==> config.mk <==
export PLATFORM = sky130hd
export DESIGN_NAME = lab4_shared_reg_arbiter
export DESIGN_NICKNAME = d
export VERILOG_FILES = /design/src/rtl/lab4_shared_reg_arbiter_pkg.sv /design/src/rtl/lab4_shared_reg_arbiter_dff.sv /design/src/rtl/lab4_shared_reg_arbiter_rr_pick.sv /design/src/rtl/lab4_shared_reg_arbiter.sv
export SDC_FILE = /design/constraint.sdc
export NUM_CORES = 1
export LEC_CHECK = 0
export ABC_AREA = 1
export CORE_ASPECT_RATIO = 1.5
export CORE_MARGIN = 2
export CORE_UTILIZATION = 49
export CTS_CLUSTER_SIZE = 14
export DETAILED_ROUTE_END_ITERATION = 16
export PLACE_DENSITY = 0.84
export SLEW_MARGIN = 10
export SYNTH_ARGS = -nofsm -noshare
export SYNTH_HDL_FRONTEND = slang
export SYNTH_HIERARCHICAL = 1
export SYNTH_SLANG_ARGS = --single-unit
==> constraint.sdc <==
create_clock -name clock -period 5.8 [get_ports clock]
set_input_delay 1.16 -clock clock [delete_from_list [all_inputs] [get_ports clock]]
set_output_delay 1.16 -clock clock [all_outputs]
set_load 0.02 [all_outputs]
==> src/rtl/lab4_shared_reg_arbiter_pkg.sv <==
// Shared definitions for the round-robin shared-register arbiter.
package lab4_shared_reg_arbiter_pkg;

    typedef enum logic [1:0] {
        ST_IDLE = 2'd0,
        ST_LOAD = 2'd1,
        ST_HOLD = 2'd2
    } state_t;

    // Width of an index into n items, never narrower than one bit.
    function automatic int owner_w(input int n);
        return (n <= 2) ? 1 : $clog2(n);
    endfunction

endpackage

==> src/rtl/lab4_shared_reg_arbiter_dff.sv <==
// Single-bit positive-edge D flip-flop cell with true and complement outputs.
// Reset and load/hold selection live in the mux driving d.
module lab4_dff (
    input  logic clock,
    input  logic d,
    output logic q,
    output logic qb
);

    // Capture d on every rising edge.
    always_ff @(posedge clock) begin
        q <= d;
    end

    // Complement output tracks q combinationally.
    assign qb = ~q;

endmodule

==> src/rtl/lab4_shared_reg_arbiter_rr_pick.sv <==
// Combinational round-robin picker: first set request at or above the
// pointer, wrapping from N-1 back to 0.
module lab4_rr_pick
    import lab4_shared_reg_arbiter_pkg::*;
#(
    parameter  int N  = 4,
    localparam int PW = owner_w(N)
) (
    input  logic [N-1:0]  req_eff,
    input  logic [PW-1:0] pointer,
    output logic [PW-1:0] winner,
    output logic          any_req
);

    // Scan N positions starting at the pointer; the first hit wins.
    always_comb begin
        int idx;
        idx     = 0;
        winner  = '0;
        any_req = 1'b0;
        for (int i = 0; i < N; i++) begin
            idx = int'(pointer) + i;
            if (idx >= N) idx = idx - N;
            if (!any_req && req_eff[idx]) begin
                any_req = 1'b1;
                winner  = PW'(idx);
            end
        end
    end

endmodule

==> src/rtl/lab4_shared_reg_arbiter.sv <==
// Round-robin arbiter sharing one W-bit register among N requesters.
// A granted word is loaded, then frozen for HOLD_CYC cycles.
//
//   state   | meaning
//   --------+-----------------------------------------------------------
//   IDLE    | arbitrate; on any effective request load winner's word
//   LOAD    | one cycle, grant visible; arms the hold down-counter
//   HOLD    | register/owner frozen, counter runs down to 0 then IDLE
module lab4_shared_reg_arbiter
    import lab4_shared_reg_arbiter_pkg::*;
#(
    parameter int N        = 4,
    parameter int W        = 4,
    parameter int HOLD_CYC = 2
) (
    input  logic                  clock,
    input  logic                  reset,
    input  logic [N-1:0]          req,
    input  logic [N*W-1:0]        data_in,
    output logic [N-1:0]          grant,
    output logic [W-1:0]          Q,
    output logic [W-1:0]          Qb,
    output logic [owner_w(N)-1:0] owner,
    output logic                  busy
);

    localparam int OW = owner_w(N);
    localparam int CW = owner_w(HOLD_CYC);

    state_t        state;
    logic [CW-1:0] hold_cnt;
    logic [OW-1:0] rr_ptr;
    logic [OW-1:0] winner;
    logic          any_req;
    logic          load;
    logic [N-1:0]  req_eff;
    logic [W-1:0]  q_next;

    // A requester still seeing its grant cannot win again in the same breath.
    assign req_eff = req & ~grant;

    lab4_rr_pick #(.N(N)) u_pick (
        .req_eff (req_eff),
        .pointer (rr_ptr),
        .winner  (winner),
        .any_req (any_req)
    );

    assign load = (state == ST_IDLE) && any_req;
    assign busy = (state != ST_IDLE);

    // Data mux ahead of the flop bank: reset clears, load takes winner, else hold.
    always_comb begin
        if (reset) begin
            q_next = '0;
        end else if (load) begin
            q_next = data_in[int'(winner)*W +: W];
        end else begin
            q_next = Q;
        end
    end

    for (genvar b = 0; b < W; b++) begin : g_bit
        lab4_dff u_dff (
            .clock (clock),
            .d     (q_next[b]),
            .q     (Q[b]),
            .qb    (Qb[b])
        );
    end

    // Sequencing FSM: grant, owner, pointer and hold timer are all registered.
    always_ff @(posedge clock) begin
        if (reset) begin
            state    <= ST_IDLE;
            grant    <= '0;
            owner    <= '0;
            rr_ptr   <= '0;
            hold_cnt <= '0;
        end else begin
            case (state)
                ST_IDLE: begin
                    if (any_req) begin
                        grant  <= N'(1) << winner;
                        owner  <= winner;
                        rr_ptr <= (int'(winner) == N - 1) ? '0 : winner + OW'(1);
                        state  <= ST_LOAD;
                    end else begin
                        grant <= '0;
                    end
                end
                ST_LOAD: begin
                    grant    <= '0;
                    hold_cnt <= CW'(HOLD_CYC - 1);
                    state    <= ST_HOLD;
                end
                ST_HOLD: begin
                    if (hold_cnt == '0) begin
                        state <= ST_IDLE;
                    end else begin
                        hold_cnt <= hold_cnt - CW'(1);
                    end
                end
                default: begin
                    state <= ST_IDLE;
                    grant <= '0;
                end
            endcase
        end
    end

endmodule
==> metrics.yaml, run 1 <==
fin_ws_ps: 2630
start_kind: "input pin"
leakage_nw: 0.736
fin_crit_sh_pct: 54.7
async_flop_share_pct: 0
drive_above_1_share_pct: 13.1
grt_usage_pct: 20.3
muxShareOfSynthArea_pct: 0
clock-sinks: 15
synth_top_family_by_area: "simple AND/OR/NAND/NOR gates"
drc: 0
synth.yosys.seq_area_share_pct: 26.2
post_drt_wl_per_cell_um: 11.1
fin_crit_ps: 3170
antenna_left: 0
avgSynthCellArea_um2: 6.48
grt_pass1_wl_um: 4470
grt_max_degree: 19
finalSetupViolCount: 0
ctsResizeCount: 0
via_count: 1217
yosysMostFrequentCell: "nand2_1"
numCtsBuffers: 3
stdcell_count: 236
place.gp.congestion: 0.921
crit_required_ps: 5980
tightest_slew_ps: 502
min_from: "state[1]$_SDFFE_PP0P_"
synth_area_leaders: "dfxtp_1 (26%), nand2_1 (18%), ha_1 (8.7%), inv_1 (6.9%), a21oi_1 (6.1%)"
finalSetupTns_ps: 0
syn-num-nets: 207
drv_cap: 0
die-area_um2: 2750
drt_wl_total_um: 2630
clk_latency_ps: 280
core_um2: 2230
post_cts_buffers: 0
relSlewSlack_pct: 66.5
drt_iter0_markers: 27
hold_class: "flip-flop to flip-flop"
nNetsFinal: 244
tritoncts: "done"
synthCells: 177
max_freq_mhz: 315
r2r-start: "rr_ptr[0]$_SDFFE_PP0N_"
viasPerCell: 5.16
synthSimpleGateAreaFrac_pct: 41.0
critPathLaunch: "req[1]"
yosys_warnings: 6
ys_dominant_reg_cell: "dfxtp_1"
final.setup_skew_ps: 3.09
core.rowCount: 21
clk_pin_slew_ps: 90
worstPathMaxFanout: 12
path_class: "input pin to flip-flop"
preCtsSetupSlack_ps: 2340
synth_cell_types: 22
stdcell_area_um2: 1530
p_per_area_nw_per_um2: 577
grt_overflow: 0
first_pass_iters: 4
yosysTopAreaCell: "dfxtp_1"
synth_compound_area_share_pct: 12.4
grt_pass1_vias: 1154
dp_cells: 232
synth_seq_cells: 15
clockBufferDepth: 2
seq_area_um2: 300
fp.dieW_um: 43.5
hold_buffers: 0
dp_hpwl_um: 2190
hold_viol_final: 0
vdd_ir_drop_max_mv: 0.387
synth-adder-area-share_pct: 8.72
crit_arrival_ps: 3360
synthXorXnorAreaFrac_pct: 0
initial_core_util_pct: 51.4
io_buffers: 36
root_buffer: "clkbuf_4"
post_dp_cell_area_um2: 1500
die_h_um: 63.3
cp-end-kind: "flip-flop"
cts_max_level: 1
status: "completed"
yosys-top-cells-count: "nand2_1 (54), inv_1 (21), dfxtp_1 (15)"
rsz0062_at_grt: "no"
area_delta_synth_final_pct: 33.3
antenna_found_initial: 0
drv_slew: 0
synth_top_area_share_pct: 26.2
synth_edf_count: 0
n_antenna_cell: 0
fillers: 194
synth_area_um2: 1150
ios: 37
multi_input_area_um2: 713
-- placed cells by master, fill, tap and decap left out, drive strengths merged --
cell type      instances
dfxtp                 15
clkdlybuf4s50         36
nor2                  11
a21oi                 14
nand3b                 1
o21ai                 12
inv                   25
nand3                 17
clkbuf                 3
a211oi                 1
nand4                  1
clkinv                 1
ha                     8
nand2                 68
-- kinds of logic (layout without fill, tap and decap cells) --
kind of cell,Yosys count,after routing
DFF,15,15
buffers and inverters,29,65
adders and majority gates,8,8
and+or+nand+nor,98,98
AOI/OAI and AO/OA,27,27
-- routing by layer --
layer	vias to the layer above	GRT usage (%)	wire length, µm
met3	7	2.01	110
li1	629	-	-
met1	544	21.0	1020
met2	37	39.6	1450
met4	0	7.20	50
met5	-	0	0
-- path summary, 6_finish.rpt --
kind                                  to  slack (ps)  cells past startpoint
setup reg to reg  rr_ptr[1]$_SDFFE_PP0N_        3320                     14
hold / removal     state[1]$_SDFFE_PP0P_         500                      2
hold reg to reg    state[1]$_SDFFE_PP0P_         500                      2
setup / recovery  rr_ptr[1]$_SDFFE_PP0N_        2630                     17
-- worst max-delay path: stages --
cell,delay (ps)
clkdlybuf4s50_1,460
inv_1,40
nor2_1,140
inv_1,90
nand2_1,70
nand2_1,70
nand2_1,70
nand2_1,60
nor2_1,110
nor2_2,40
nand2_1,80
nand2_1,40
inv_1,290
inv_4,120
ha_1,310
o21ai_0,150
nor2_1,50
-- report_power, final --
part	switching, mW	internal, mW	total [mW]	leakage [nW]
combinational	0.401	0.242	0.643	0.594
sequential	0.0362	0.145	0.181	0.124
clock	0.0335	0.0256	0.0591	0.0177
-- registers in the layout (all words and copies together) (netlist names) --
signal,flops
g_bit.u_dff/q,4
grant,4
rr_ptr,2
state,2
owner,2
hold_cnt,1
-- metrics by stage --
stage	power, mW	hold WS, ps	utilization [%]
floorplan	0.668	450	-
global placement	0.799	466	67.2
detailed placement	0.826	491	67.2
CTS	0.888	505	68.5
global route	0.971	516	68.5
finish	0.883	501	68.5
-- final cells by class --
| class | instances | share of cell area (%) |
|---|---|---|
| Multi-Input combinational cell | 133 | 46.6 |
| Timing Repair Buffer | 36 | 23.6 |
| Clock buffer | 3 | 1.47 |
| Tap cell | 23 | 1.88 |
| Inverter | 25 | 6.46 |
| Clock inverter | 1 | 0.327 |
| Sequential cell | 15 | 19.6 |
Power figures use the tool's default switching activity.
==> run 2: changes to the inputs <==
--- a/config.mk
+++ b/config.mk
@@ -8,10 +8,10 @@
 export ABC_AREA = 1
 export CORE_ASPECT_RATIO = 1.5
 export CORE_MARGIN = 2
-export CORE_UTILIZATION = 49
+export CORE_UTILIZATION = 41
 export CTS_CLUSTER_SIZE = 14
 export DETAILED_ROUTE_END_ITERATION = 16
-export PLACE_DENSITY = 0.84
+export PLACE_DENSITY = 0.75
 export SLEW_MARGIN = 10
 export SYNTH_ARGS = -nofsm -noshare
 export SYNTH_HDL_FRONTEND = slang
==> constraint.sdc (replaced) <==
create_clock -name clock -period 2.86 [get_ports clock]
set_input_delay 0.572 -clock clock [delete_from_list [all_inputs] [get_ports clock]]
set_output_delay 0.572 -clock clock [all_outputs]
set_load 0.02 [all_outputs]
==> run 2 against run 1 <==
Against the previous run: die area grew 18%; sequential share of layout area shrank 0.73 points; sequential power grew 98%; clock skew shrank 1.9 ps; final cell count grew 7.2%; register-to-register slack lost 2600 ps; wire length shrank 12%; via count shrank 4.7%; global-route usage shrank 3.8 points; clock-buffer cell count is the same; clock power grew to 2.8 times the previous value; non-clock buffer count grew 3; critical endpoint unchanged; highest routed layer unchanged.
==> metrics.yaml, run 2 (synthesis results as in run 1) <==
drt_iter0_markers: 12
min_from: "state[0]$_SDFFE_PP0P_"
layout_common_cells: "nand2_1 (54), clkdlybuf4s50_1 (36), inv_1 (21), dfxtp_1 (15)"
numCtsBuffers: 3
hold_viol_final: 0
crit_arrival_ps: 2520
fp.dieW_um: 47.2
drv_slew: 0
p_per_area_nw_per_um2: 1160
tightest_slew_ps: 306
tritoncts: "done"
r2r-end: "rr_ptr[1]$_SDFFE_PP0N_"
vdd_ir_drop_max_mv: 0.704
grt_overflow: 0
post_cts_buffers: 0
fin_crit_sh_pct: 83.1
n_antenna_cell: 0
r2r_cells: 11
relSlewSlack_pct: 79.6
grt_max_degree: 19
hold_class: "flip-flop to flip-flop"
fin_ws_ps: 482
clk_pin_slew_ps: 60
die-area_um2: 3250
final.setup_skew_ps: 1.17
start_kind: "input pin"
power_mw: 1.85
drive_above_1_share_pct: 14.4
reg_top3: "g_bit.u_dff/q: 4 flops, grant: 4 flops"
clockBufferDepth: 2
nNetsFinal: 247
antenna_found_initial: 0
grt_usage_pct: 16.5
leakage_nw: 0.758
fin_crit_ps: 2380
finalSetupViolCount: 0
preCtsSetupSlack_ps: 200
dp_hpwl_um: 1960
worstPathMaxFanout: 7
die_h_um: 68.8
root_buffer: "clkbuf_8"
fillers: 272
core.rowCount: 23
ios: 37
post_drt_wl_per_cell_um: 9.17
critPathLaunch: "req[2]"
drc: 0
io_buffers: 36
critPathCapture: "rr_ptr[1]$_SDFFE_PP0N_"
status: "completed"
viasPerCell: 4.58
clk_latency_ps: 240
regToRegSetupSlack_ps: 750
layout_commonest_cell: "nand2_1"
hold_buffers: 0
cts_max_level: 1
place.gp.congestion: 0.977
rsz0062_at_grt: "no"
area_delta_synth_final_pct: 38.4
core_um2: 2680
clock-sinks: 15
crit_required_ps: 3000
r2r-start: "rr_ptr[0]$_SDFFE_PP0N_"
grt_pass1_wl_um: 3950
antenna_left: 0
initial_core_util_pct: 42.9
cp-end-kind: "flip-flop"
drt_wl_total_um: 2320
via_count: 1160
drv_cap: 0
first_pass_iters: 4
ctsResizeCount: 0
max_freq_mhz: 421
finalSetupTns_ps: 0
grt_pass1_vias: 1040
path_class: "input pin to flip-flop"
==> run 2: cell type report <==
| type | count | area [µm²] | share of cell area, % |
|---|---|---|---|
| timing repair buffer | 39 | 383 | 24.1 |
| clock buffer | 3 | 41.3 | 2.60 |
| sequential | 15 | 300 | 18.9 |
| tap | 37 | 46.3 | 2.92 |
| multi-input combinational | 133 | 713 | 44.9 |
| inverter | 25 | 98.8 | 6.23 |
| clock inverter | 1 | 5.00 | 0.315 |
==> run 2: how the worst min path moves through the flow <==
stage	endpoint	slack, ps	cells after the start
final	state[0]$_SDFFE_PP0P_	490	2
after global placement	state[0]$_SDFFE_PP0P_	480	2
after CTS	state[0]$_SDFFE_PP0P_	500	2
after floorplan	state[1]$_SDFFE_PP0P_	450	2
after detailed placement	state[0]$_SDFFE_PP0P_	490	2
after global routing	state[0]$_SDFFE_PP0P_	520	2
==> run 2: layer usage <==
metal  global-route usage [%]  wire length (µm)  up-vias
met3                     1.82                80        4
met5                        0                 0        -
met2                     30.7              1200       31
met4                     6.94                45        0
met1                     17.9               997      491
li1                         -                 -      634
==> run 2: worst max-delay path, stage by stage <==
cell             delay, ps
clkdlybuf4s50_1        450
inv_1                   40
nor2_1                 130
inv_1                   70
nand2_1                 90
nand3_1                 90
nand2_2                 90
inv_1                   70
nand4_1                 90
nand3_1                230
inv_1                  150
ha_1                   230
o21ai_0                150
nor2_1                  50
==> run 2: metrics by stage <==
step / std cells / hold WS, ps / area [µm²] / util (%)
after floorplan: 177 / 450 / 1150 / -
after global placement: 249 / 477 / 1540 / 57.6
after detailed placement: 249 / 487 / 1540 / 57.6
after CTS: 253 / 497 / 1590 / 59.3
after global routing: 253 / 522 / 1590 / 59.3
final: 253 / 493 / 1590 / 59.3
==> run 2: report_power, final <==
group / total, mW / switching (mW) / internal [mW]
logic: 1.32 / 0.796 / 0.528
clock network: 0.165 / 0.0688 / 0.0962
registers: 0.359 / 0.0650 / 0.294
